### config.mk
export PLATFORM = sky130hd
export DESIGN_NAME = traffic_phase_arbiter
export DESIGN_NICKNAME = d
export VERILOG_FILES = /design/src/rtl/traffic_pkg.sv /design/src/rtl/traffic_phase_arbiter_phase_age_ctr.sv /design/src/rtl/traffic_phase_arbiter.sv
export SDC_FILE = /design/constraint.sdc
export NUM_CORES = 1
export LEC_CHECK = 0
export ABC_CLOCK_PERIOD_IN_PS = 7600
export CAP_MARGIN = 5
export CELL_PAD_IN_SITES_DETAIL_PLACEMENT = 1
export CELL_PAD_IN_SITES_GLOBAL_PLACEMENT = 1
export CORE_UTILIZATION = 49
export CTS_CLUSTER_DIAMETER = 50
export DETAILED_ROUTE_END_ITERATION = 10
export GPL_TIMING_DRIVEN = 1
export PLACE_DENSITY_LB_ADDON = 0.25
export RECOVER_POWER = 50
export SLEW_MARGIN = 20
export SYNTH_ARGS = -nofsm -noshare
export SYNTH_HDL_FRONTEND = slang
export SYNTH_SLANG_ARGS = --single-unit
### constraint.sdc
create_clock -name clk -period 7.6 [get_ports clk]
set_input_delay 1.14 -clock clk [delete_from_list [all_inputs] [get_ports clk]]
set_output_delay 1.14 -clock clk [all_outputs]
set_load 0.05 [all_outputs]
### src/rtl/traffic_pkg.sv
// Shared types, request bit indices and phase helpers for the intersection
// phase arbiter.
package traffic_pkg;

  localparam int NUM_REQ  = 5;
  localparam int NUM_CAND = 5;

  localparam int REQ_E_STR  = 0;
  localparam int REQ_E_LEFT = 1;
  localparam int REQ_W_STR  = 2;
  localparam int REQ_W_LEFT = 3;
  localparam int REQ_NS     = 4;

  typedef enum logic [2:0] {
    PH_NONE    = 3'd0,
    PH_E       = 3'd1,
    PH_W       = 3'd2,
    PH_EW_STR  = 3'd3,
    PH_EW_LEFT = 3'd4,
    PH_NS      = 3'd5
  } phase_e;

  typedef enum logic [1:0] {
    ST_IDLE  = 2'd0,
    ST_OFFER = 2'd1,
    ST_SERVE = 2'd2
  } state_e;

  // Request bits released when a phase completes.
  function automatic logic [NUM_REQ-1:0] phase_mask(input phase_e p);
    case (p)
      PH_E:       phase_mask = 5'b00011;
      PH_W:       phase_mask = 5'b01100;
      PH_EW_STR:  phase_mask = 5'b00101;
      PH_EW_LEFT: phase_mask = 5'b01010;
      PH_NS:      phase_mask = 5'b10000;
      default:    phase_mask = 5'b00000;
    endcase
  endfunction

  // Round-robin candidate index <-> phase code.
  function automatic logic [2:0] phase_to_k(input phase_e p);
    case (p)
      PH_EW_STR:  phase_to_k = 3'd0;
      PH_EW_LEFT: phase_to_k = 3'd1;
      PH_E:       phase_to_k = 3'd2;
      PH_W:       phase_to_k = 3'd3;
      default:    phase_to_k = 3'd4;
    endcase
  endfunction

  function automatic phase_e k_to_phase(input logic [2:0] k);
    case (k)
      3'd0:    k_to_phase = PH_EW_STR;
      3'd1:    k_to_phase = PH_EW_LEFT;
      3'd2:    k_to_phase = PH_E;
      3'd3:    k_to_phase = PH_W;
      3'd4:    k_to_phase = PH_NS;
      default: k_to_phase = PH_NONE;
    endcase
  endfunction

endpackage

### src/rtl/traffic_phase_arbiter_phase_age_ctr.sv
// Saturating wait-age counter for one approach; urgent once it hits MAX_WAIT.
module phase_age_ctr #(
  parameter int MAX_WAIT = 31,
  parameter int AGE_W    = $clog2(MAX_WAIT + 1)
) (
  input  logic clk,
  input  logic reset,
  input  logic inc,
  input  logic clr,
  output logic urgent
);

  localparam logic [AGE_W-1:0] AGE_MAX = AGE_W'(MAX_WAIT);

  logic [AGE_W-1:0] age_q;
  logic [AGE_W-1:0] age_d;

  always_comb begin
    age_d = age_q;
    if (clr) begin
      age_d = '0;
    end else if (inc && (age_q != AGE_MAX)) begin
      age_d = age_q + 1'b1;
    end
  end

  always_ff @(posedge clk) begin
    if (reset) begin
      age_q <= '0;
    end else begin
      age_q <= age_d;
    end
  end

  assign urgent = (age_q == AGE_MAX);

endmodule

### src/rtl/traffic_phase_arbiter.sv
// Latches approach requests, ages them, picks a compatible phase (round-robin
// with starvation override) and offers it to the light sequencer.
module traffic_phase_arbiter
  import traffic_pkg::*;
#(
  parameter int MAX_WAIT = 31
) (
  input  logic                clk,
  input  logic                reset,
  input  logic [NUM_REQ-1:0]  req,
  output logic                grant_valid,
  input  logic                grant_ready,
  output logic [2:0]          grant_phase,
  input  logic                phase_done,
  output logic [NUM_REQ-1:0]  pending,
  output logic                serving
);

  localparam int AGE_W = $clog2(MAX_WAIT + 1);

  state_e             state_q, state_d;
  phase_e             grant_phase_q, grant_phase_d;
  logic               grant_valid_q, grant_valid_d;
  logic               serving_q, serving_d;
  logic [NUM_REQ-1:0] pending_q, pending_d;
  logic [2:0]         rr_ptr_q, rr_ptr_d;

  logic [NUM_REQ-1:0]  clr_mask;
  logic [NUM_REQ-1:0]  active_mask;
  logic [NUM_REQ-1:0]  urgent;
  logic [NUM_CAND-1:0] elig;
  phase_e              sel_phase;
  logic                found;

  always_comb begin
    active_mask = (state_q == ST_SERVE) ? phase_mask(grant_phase_q) : '0;
    clr_mask    = (state_q == ST_SERVE && phase_done) ? active_mask : '0;
    // A fresh request on the clearing cycle keeps its bit set.
    pending_d   = (pending_q & ~clr_mask) | req;
  end

  genvar gi;
  generate
    for (gi = 0; gi < NUM_REQ; gi++) begin : g_age
      phase_age_ctr #(
        .MAX_WAIT (MAX_WAIT),
        .AGE_W    (AGE_W)
      ) u_age (
        .clk    (clk),
        .reset  (reset),
        .inc    (pending_q[gi] & ~active_mask[gi]),
        .clr    (~pending_d[gi]),
        .urgent (urgent[gi])
      );
    end
  endgenerate

  always_comb begin
    int sum;
    elig[0] = pending_q[REQ_E_STR]  & pending_q[REQ_W_STR];
    elig[1] = pending_q[REQ_E_LEFT] & pending_q[REQ_W_LEFT];
    elig[2] = pending_q[REQ_E_STR]  | pending_q[REQ_E_LEFT];
    elig[3] = pending_q[REQ_W_STR]  | pending_q[REQ_W_LEFT];
    elig[4] = pending_q[REQ_NS];

    sel_phase = PH_NONE;
    found     = 1'b0;
    sum       = 0;
    for (int off = 1; off <= NUM_CAND; off++) begin
      sum = int'(rr_ptr_q) + off;
      if (sum >= NUM_CAND) sum = sum - NUM_CAND;
      if (!found && elig[sum]) begin
        found     = 1'b1;
        sel_phase = k_to_phase(3'(sum));
      end
    end

    // Descending scan so the lowest-index starving approach has the last word.
    for (int i = NUM_REQ - 1; i >= 0; i--) begin
      if (urgent[i]) begin
        if (i <= REQ_E_LEFT)      sel_phase = PH_E;
        else if (i <= REQ_W_LEFT) sel_phase = PH_W;
        else                      sel_phase = PH_NS;
      end
    end
  end

  always_comb begin
    state_d       = state_q;
    grant_phase_d = grant_phase_q;
    grant_valid_d = grant_valid_q;
    serving_d     = serving_q;
    rr_ptr_d      = rr_ptr_q;
    case (state_q)
      ST_IDLE: begin
        if (pending_q != '0) begin
          grant_phase_d = sel_phase;
          grant_valid_d = 1'b1;
          state_d       = ST_OFFER;
        end else begin
          grant_phase_d = PH_NONE;
        end
      end
      ST_OFFER: begin
        if (grant_ready) begin
          grant_valid_d = 1'b0;
          serving_d     = 1'b1;
          rr_ptr_d      = phase_to_k(grant_phase_q);
          state_d       = ST_SERVE;
        end
      end
      ST_SERVE: begin
        if (phase_done) begin
          serving_d     = 1'b0;
          grant_phase_d = PH_NONE;
          state_d       = ST_IDLE;
        end
      end
      default: begin
        state_d       = ST_IDLE;
        grant_phase_d = PH_NONE;
        grant_valid_d = 1'b0;
        serving_d     = 1'b0;
      end
    endcase
  end

  always_ff @(posedge clk) begin
    if (reset) begin
      state_q       <= ST_IDLE;
      grant_phase_q <= PH_NONE;
      grant_valid_q <= 1'b0;
      serving_q     <= 1'b0;
      pending_q     <= '0;
      rr_ptr_q      <= 3'd4;
    end else begin
      state_q       <= state_d;
      grant_phase_q <= grant_phase_d;
      grant_valid_q <= grant_valid_d;
      serving_q     <= serving_d;
      pending_q     <= pending_d;
      rr_ptr_q      <= rr_ptr_d;
    end
  end

  assign grant_valid = grant_valid_q;
  assign grant_phase = grant_phase_q;
  assign pending     = pending_q;
  assign serving     = serving_q;

endmodule

==> Word level (Yosys, flattened, before mapping) <==
Index checks and enable logic that the tools add are counted.
{ "totals": {"reg_bits": 40, "latch_bits": 0, "ram_bits": 0, "romBits": 0, "in_bits": 9, "out_inout_bits": 10, "word_cells": 188, "mem_count": 0} }
{ "classes": {"add_sub_neg": 15, "mul": 0, "div": 0, "n_lt_le_gt_ge": 10, "n_eq_ne": 40, "shifts": 0, "muxes": 56, "n_bitwise": 25, "reduce_logical": 31} }
{ "op_table": {"columns": ["operator", "n"], "rows": [
  ["$lt A32 B5 Y1 const B", 5],
  ["$mux W32", 5],
  ["$pmux W3 S5", 5],
  ["$eq A3 B2 Y1 const B", 12],
  ["$mux W3", 12],
  ["$add A5 B1 Y5 const B", 5],
  ["$eq A5 B5 Y1 const B", 5],
  ["$ne A5 B5 Y1 const B", 5],
  ["$pmux W5 S5", 1],
  ["$sub A4 B3 Y5 const B", 5],
  ["$eq A3 B3 Y1 const B", 7],
  ["$ge A4 B3 Y1 const B", 5],
  ["$eq A3 B1 Y1 const B", 6],
  ["$mux W1", 18],
  ["$bmux W1 S3", 5],
  ["$logic_not A3 Y1", 5],
  ["$not A1 Y1", 13],
  ["$pmux W3 S4", 1],
  ["$logic_and A1 B1 Y1", 10],
  ["$mux W5", 2],
  ["$reduce_or A2 Y1", 5],
  ["$pmux W3 S3", 1],
  ["$reduce_and A3 Y1", 3],
  ["$add A3 B2 Y4 const B", 2],
  ["other kinds (17)", 34]
]} }

==> Logic depth before layout (Yosys ltp) <==
{ "logic_depth": {"depth_word": 26, "mapped_depth": 14, "mapped_depth_nobuf": 11} }

==> Modules after synthesis <==
Synthesis repeated with hierarchy kept, for this count alone.
{ "unflattened": {"cells_unflattened": 423, "area_unflattened_um2": 3301.9} }
{ "modules_own_cells": {"columns": ["mod", "n_inst", "cells_per_inst", "area_each_um2", "seq_area_each_um2"], "rows": [
  ["traffic_phase_arbiter", 1, 293, 2107.0, 300.3],
  ["phase_age_ctr", 5, 26, 239.0, 100.1]
]} }

==> Worst setup path after synthesis <==
No wires, ideal clock.
{ "synth_path": {"kind": "reg2reg", "from": "register rr_ptr_q[0]", "to": "register grant_phase_q[1], in the netlist grant_phase[1]", "setup_time_ns": 0.128, "t_arrival_ns": 3.176, "required_time_ns": 7.472, "path_slack_ns": 4.296, "path_stages_with_launch": 14, "n_path_buf": 2, "period_less_slack_ns": 3.304, "cell_sequence": "dfxtp_1 > buf_6 > clkinv_1 > ha_1 > buf_2 > inv_1 > o22ai_1 > or3_4 > o41a_1 > nor4b_4 > and3_4 > nand2_1 > nand3b_1 > o211ai_2"} }
{ "synth_between": {"elab_chain_len": 26, "elab_cells_between_ends": 89, "classes_between": "10 x add/sub; 5 x order compare; 20 x eq/ne; 41 x mux; 13 x reduce/logical"} }
{ "synth_lines": {"columns": ["element", "line_no", "rtl"], "rows": [
  ["from (decl)", "traffic_phase_arbiter.sv:26", "logic [2:0] rr_ptr_q, rr_ptr_d;"],
  ["from (signal assigned)", "traffic_phase_arbiter.sv:142", "rr_ptr_q <= rr_ptr_d;"],
  ["$add A3 B1 Y4", "traffic_phase_arbiter.sv:70", "sum = int'(rr_ptr_q) + off;"],
  ["$sub A4 B3 Y5 / $ge A4 B3 Y1 (equally long branches)", "traffic_phase_arbiter.sv:71", "if (sum >= NUM_CAND) sum = sum - NUM_CAND;"],
  ["$mux W32", "traffic_phase_arbiter.sv:71", null],
  ["$bmux W1 S3", "traffic_phase_arbiter.sv:72", "if (!found && elig[sum]) begin"],
  ["$mux W1 (not written as such) (2 in series)", "traffic_phase_arbiter.sv:72", null],
  ["$mux W1", "traffic_phase_arbiter.sv:72", null],
  ["$logic_not A1 Y1", "traffic_phase_arbiter.sv:72", null],
  ["$logic_and A1 B1 Y1", "traffic_phase_arbiter.sv:72", null],
  ["[5 not listed]", null, null],
  ["$logic_and A1 B1 Y1", "traffic_phase_arbiter.sv:72", null],
  ["$mux W1", "traffic_phase_arbiter.sv:72", null],
  ["$logic_not A1 Y1", "traffic_phase_arbiter.sv:72", null],
  ["$logic_and A1 B1 Y1", "traffic_phase_arbiter.sv:72", null],
  ["$mux W3 *", "traffic_phase_arbiter.sv:72", null],
  ["$mux W3 * (5 in series)", "traffic_phase_arbiter.sv:80", "if (urgent[i]) begin"],
  ["$mux W3 *", "traffic_phase_arbiter.sv:96", "if (pending_q != '0) begin"],
  ["$pmux W3 S3 *", "traffic_phase_arbiter.sv:94", "case (state_q)"],
  ["to (signal assigned)", "traffic_phase_arbiter.sv:138", "grant_phase_q <= grant_phase_d;"],
  ["to (decl)", "traffic_phase_arbiter.sv:22", "phase_e grant_phase_q, grant_phase_d;"]
]} }
Mark *: on every way between the ends. The rest lies on a longest branch, timed or not. The select of a mux whose other input is x is not followed.
A chain may end at the register's enable or synchronous reset.

==> Worst setup path after layout <==
{ "layout_path": {"from": "register rr_ptr_q[2]", "to": "register grant_phase_q[0], in the netlist grant_phase[0]"} }
The elaborated chain is that of the path after synthesis.

==> impl_metrics.csv <==
group,metric,value,unit
power_and_ir_drop,p_per_area,230,nW/µm²
synth,synth_warnings,0,
global_routing,grt_max_degree,37,
clock_tree,clock_latency,290,ps
setup_path,critPathBufInv,1,
synth,ys.flop_type,"dfxtp_1",
finish,layout_commonest_cell,"nor2_1",
clock_tree,cts_hold_buf,0,
clock_tree,postCtsSetupBuffers,0,
clock_tree,clock-sinks,40,
finish,design_area,3430,µm²
global_routing,grt_first_pass_wirelength,15100,µm
power_and_ir_drop,seq_power_share,0.335,
floorplan,die_area,6790,µm²
setup_path,slowest_stage,"dfxtp_1",
timing,max_freq,0.249,GHz
floorplan,die-width,82.4,µm
routing,detail_route.iter0.violations,157,
finish,fillers,763,
floorplan,rows,28,
synth,seq_area_frac_synth,0.253,
finish,drive_gt1_frac,0.0700,
routing,viasPerCell,6.37,
timing,finClkSkew,9.73,ps
clock_tree,tritoncts,"done",
floorplan,io_pins,19,
setup_path,cp_data_arrival_time,4230,ps
power_and_ir_drop,p_leak,1.35,nW
worst_hold_path,hp-class,"reg2reg",
global_routing,grt_util_met2,0.499,
power_and_ir_drop,pwr-share-clk,0.189,
clock_tree,cts_resized,0,
finish,diodes,0,
power_and_ir_drop,peakVddDrop,132,µV
global_routing,track_usage,0.298,
global_routing,use_met3,0.0615,
clock_tree,numCtsBuffers,5,
setup_path,critPathMaxFanout,20,
power_and_ir_drop,p_total,0.789,mW
synth,synth_edf_count,0,
routing,drc,0,
synth,yosys.area.top_type,"dfxtp_1",
setup_path,worstSetupPathType,"reg2reg",
synth,syn_nets,424,
setup_path,crit_family,"compound AO/OA/AOI/OAI gates",
power_and_ir_drop,switching_share,0.435,
routing,wl_per_cell,19.6,µm
synth,yosysUniqueCellTypes,70,
clock_tree,root_buffer,"clkbuf_8",
outcome,status,"completed",
timing,setup_viol,0,
placed_design,place_area,3340,µm²
routing,routed_wl,9330,µm
placed_design,post-dp-hpwl,6890,µm
clock_tree,cts_max_level,2,
setup_path,startpoint_type,"register",
synth,synth_top_area_share,0.253,
timing,maxSlewHeadroom,0.378,
timing,hold_viol,0,
synth,synth_area_leaders,"dfxtp_1 (25%), ha_1 (7.9%), nor2_1 (5.7%)",
placed_design,gp_congestion,0.901,
floorplan,start_util,0.523,
setup_path,cp-end-kind,"register",
global_routing,first_global_vias,2992,
setup_path,max_stage_delay,940,ps
finish,final_util,0.566,
routing,vias,3026,
run,drv_cap,0,
timing,min_period,4010,ps
synth,async_flop_share,0,
global_routing,overflow,0,
power_and_ir_drop,combPwrFrac,0.476,
synth,ys_ff_latch,40,
clock_tree,cts.clk_slew.worst_paths,80,ps
setup_path,path_cells,"inv_1 -> ha_1 -> a211oi_2 -> a21oi_1 -> a31oi_1 -> nor3b_1 -> nor4b_4 -> and3_4 -> a2111oi_2 -> nor2_1 -> a31oi_1",
timing,max_slew.worst_pin.slew,932,ps
power_and_ir_drop,switchingPower,0.344,mW
timing,period_share,0.528,
finish,layout.nets,428,
finish,synthToLayoutAreaGrowth,8.30,%
synth,netlist_area,3170,µm²
timing,finalSetupTns,0,ps
global_routing,use_met1,0.380,
timing,grt_setup_unrepaired,"false",
routing,drtPass1Iterations,4,
placed_design,port_buffers,18,
power_and_ir_drop,internal-power,0.446,mW
floorplan,fp.coreArea,6060,µm²
clock_tree,clockBufferDepth,2,
floorplan,fp.dieH,82.4,µm
global_routing,grt_busiest_layer,"met2",
routing,ant_nets,0,
timing,drv_slew,0,
synth,synthCells,395,
setup_path,crit_top_cell,"a31oi_1",
synth,avgSynthCellArea,8.02,µm²
global_routing,antenna_found_initial,0,
setup_path,critPathRequiredTime,7820,ps
finish,layout.cells.most_common_list,"nor2_1 (48), dfxtp_1 (40), a21oi_1 (26)",
## worst reg2reg max path, stage by stage, from the launching register on
cell,delay [ps]
dfxtp_1,940
inv_1,230
ha_1,380
a211oi_2,380
a21oi_1,120
a31oi_1,510
nor3b_1,540
nor4b_4,140
and3_4,200
a2111oi_2,300
nor2_1,80
a31oi_1,130
## cell families after synthesis
family | Yosys count | share of synthesized area
DFF | 40 | 0.253
buffers and inverters | 37 | 0.0533
and+or+nand+nor | 150 | 0.247
AOI/OAI and AO/OA | 110 | 0.252
muxes | 14 | 0.0446
xor gates and xnor gates | 24 | 0.0711
adders and majority gates | 20 | 0.0790
## synthesized netlist by cell type, types with 10 or more instances
library cell  instances
nor3_1               12
a21oi_1              26
xor2_1               12
mux2i_1              13
ha_1                 20
dfxtp_1              40
clkbuf_1             14
xnor2_1              10
nor2_1               48
inv_1                14
nand2_1              25
o21ai_0              16
nand2b_1             12
## state kept, by name, indices dropped and copies added, names as in the netlist
register,count
g_age.u_age.age_q,25
grant_phase,3
grant_valid,1
pending,5
rr_ptr_q,3
serving,1
state_q,2
## final timing paths
path                                                from                           to  slack, ps  cells after the start
worst max-delay path            rr_ptr_q[2]$_SDFFE_PP1P_  grant_phase[0]$_SDFFE_PP0P_       3590                     11
worst min-delay path                serving$_SDFFE_PP0P_         serving$_SDFFE_PP0P_        480                      2
worst max register to register  rr_ptr_q[2]$_SDFFE_PP1P_  grant_phase[0]$_SDFFE_PP0P_       3590                     11
worst min register to register      serving$_SDFFE_PP0P_         serving$_SDFFE_PP0P_        480                      2
## power groups by stage
stage | sequential (mW) | clock (mW) | combinational, mW
5_1_grt | 0.267 | 0.160 | 0.412
2_1_floorplan | 0.272 | 0 | 0.276
6_report | 0.264 | 0.150 | 0.376
3_3_place_gp | 0.267 | 0 | 0.362
4_1_cts | 0.264 | 0.152 | 0.372
3_5_place_dp | 0.268 | 0 | 0.370
## layer usage
metal	up-vias	part of all wire	wire (µm)
li1	1456	-	-
met1	1467	0.44	4100
met2	82	0.48	4520
met3	21	0.058	540
met4	0	0.019	173
met5	-	0	0
## stage by stage
stage	hold WS (ps)	setup slack (ps)	instances
6_report	482	3590	475
5_1_grt	526	3360	475
4_1_cts	478	3640	475
3_5_place_dp	462	3670	467
3_3_place_gp	461	3800	467
2_1_floorplan	458	4300	395
## layout make-up
| cell class | instances | area [µm²] | share of cell area |
|---|---|---|---|
| inverters | 15 | 56.3 | 0.0164 |
| clock inverters | 1 | 7.51 | 0.00219 |
| well taps | 75 | 93.8 | 0.0274 |
| flip-flops and latches | 40 | 801 | 0.233 |
| multi-input cells | 318 | 2200 | 0.641 |
| repair buffers | 19 | 188 | 0.0547 |
| clock buffers | 7 | 86.3 | 0.0252 |
(Power assumes the default switching activity.)
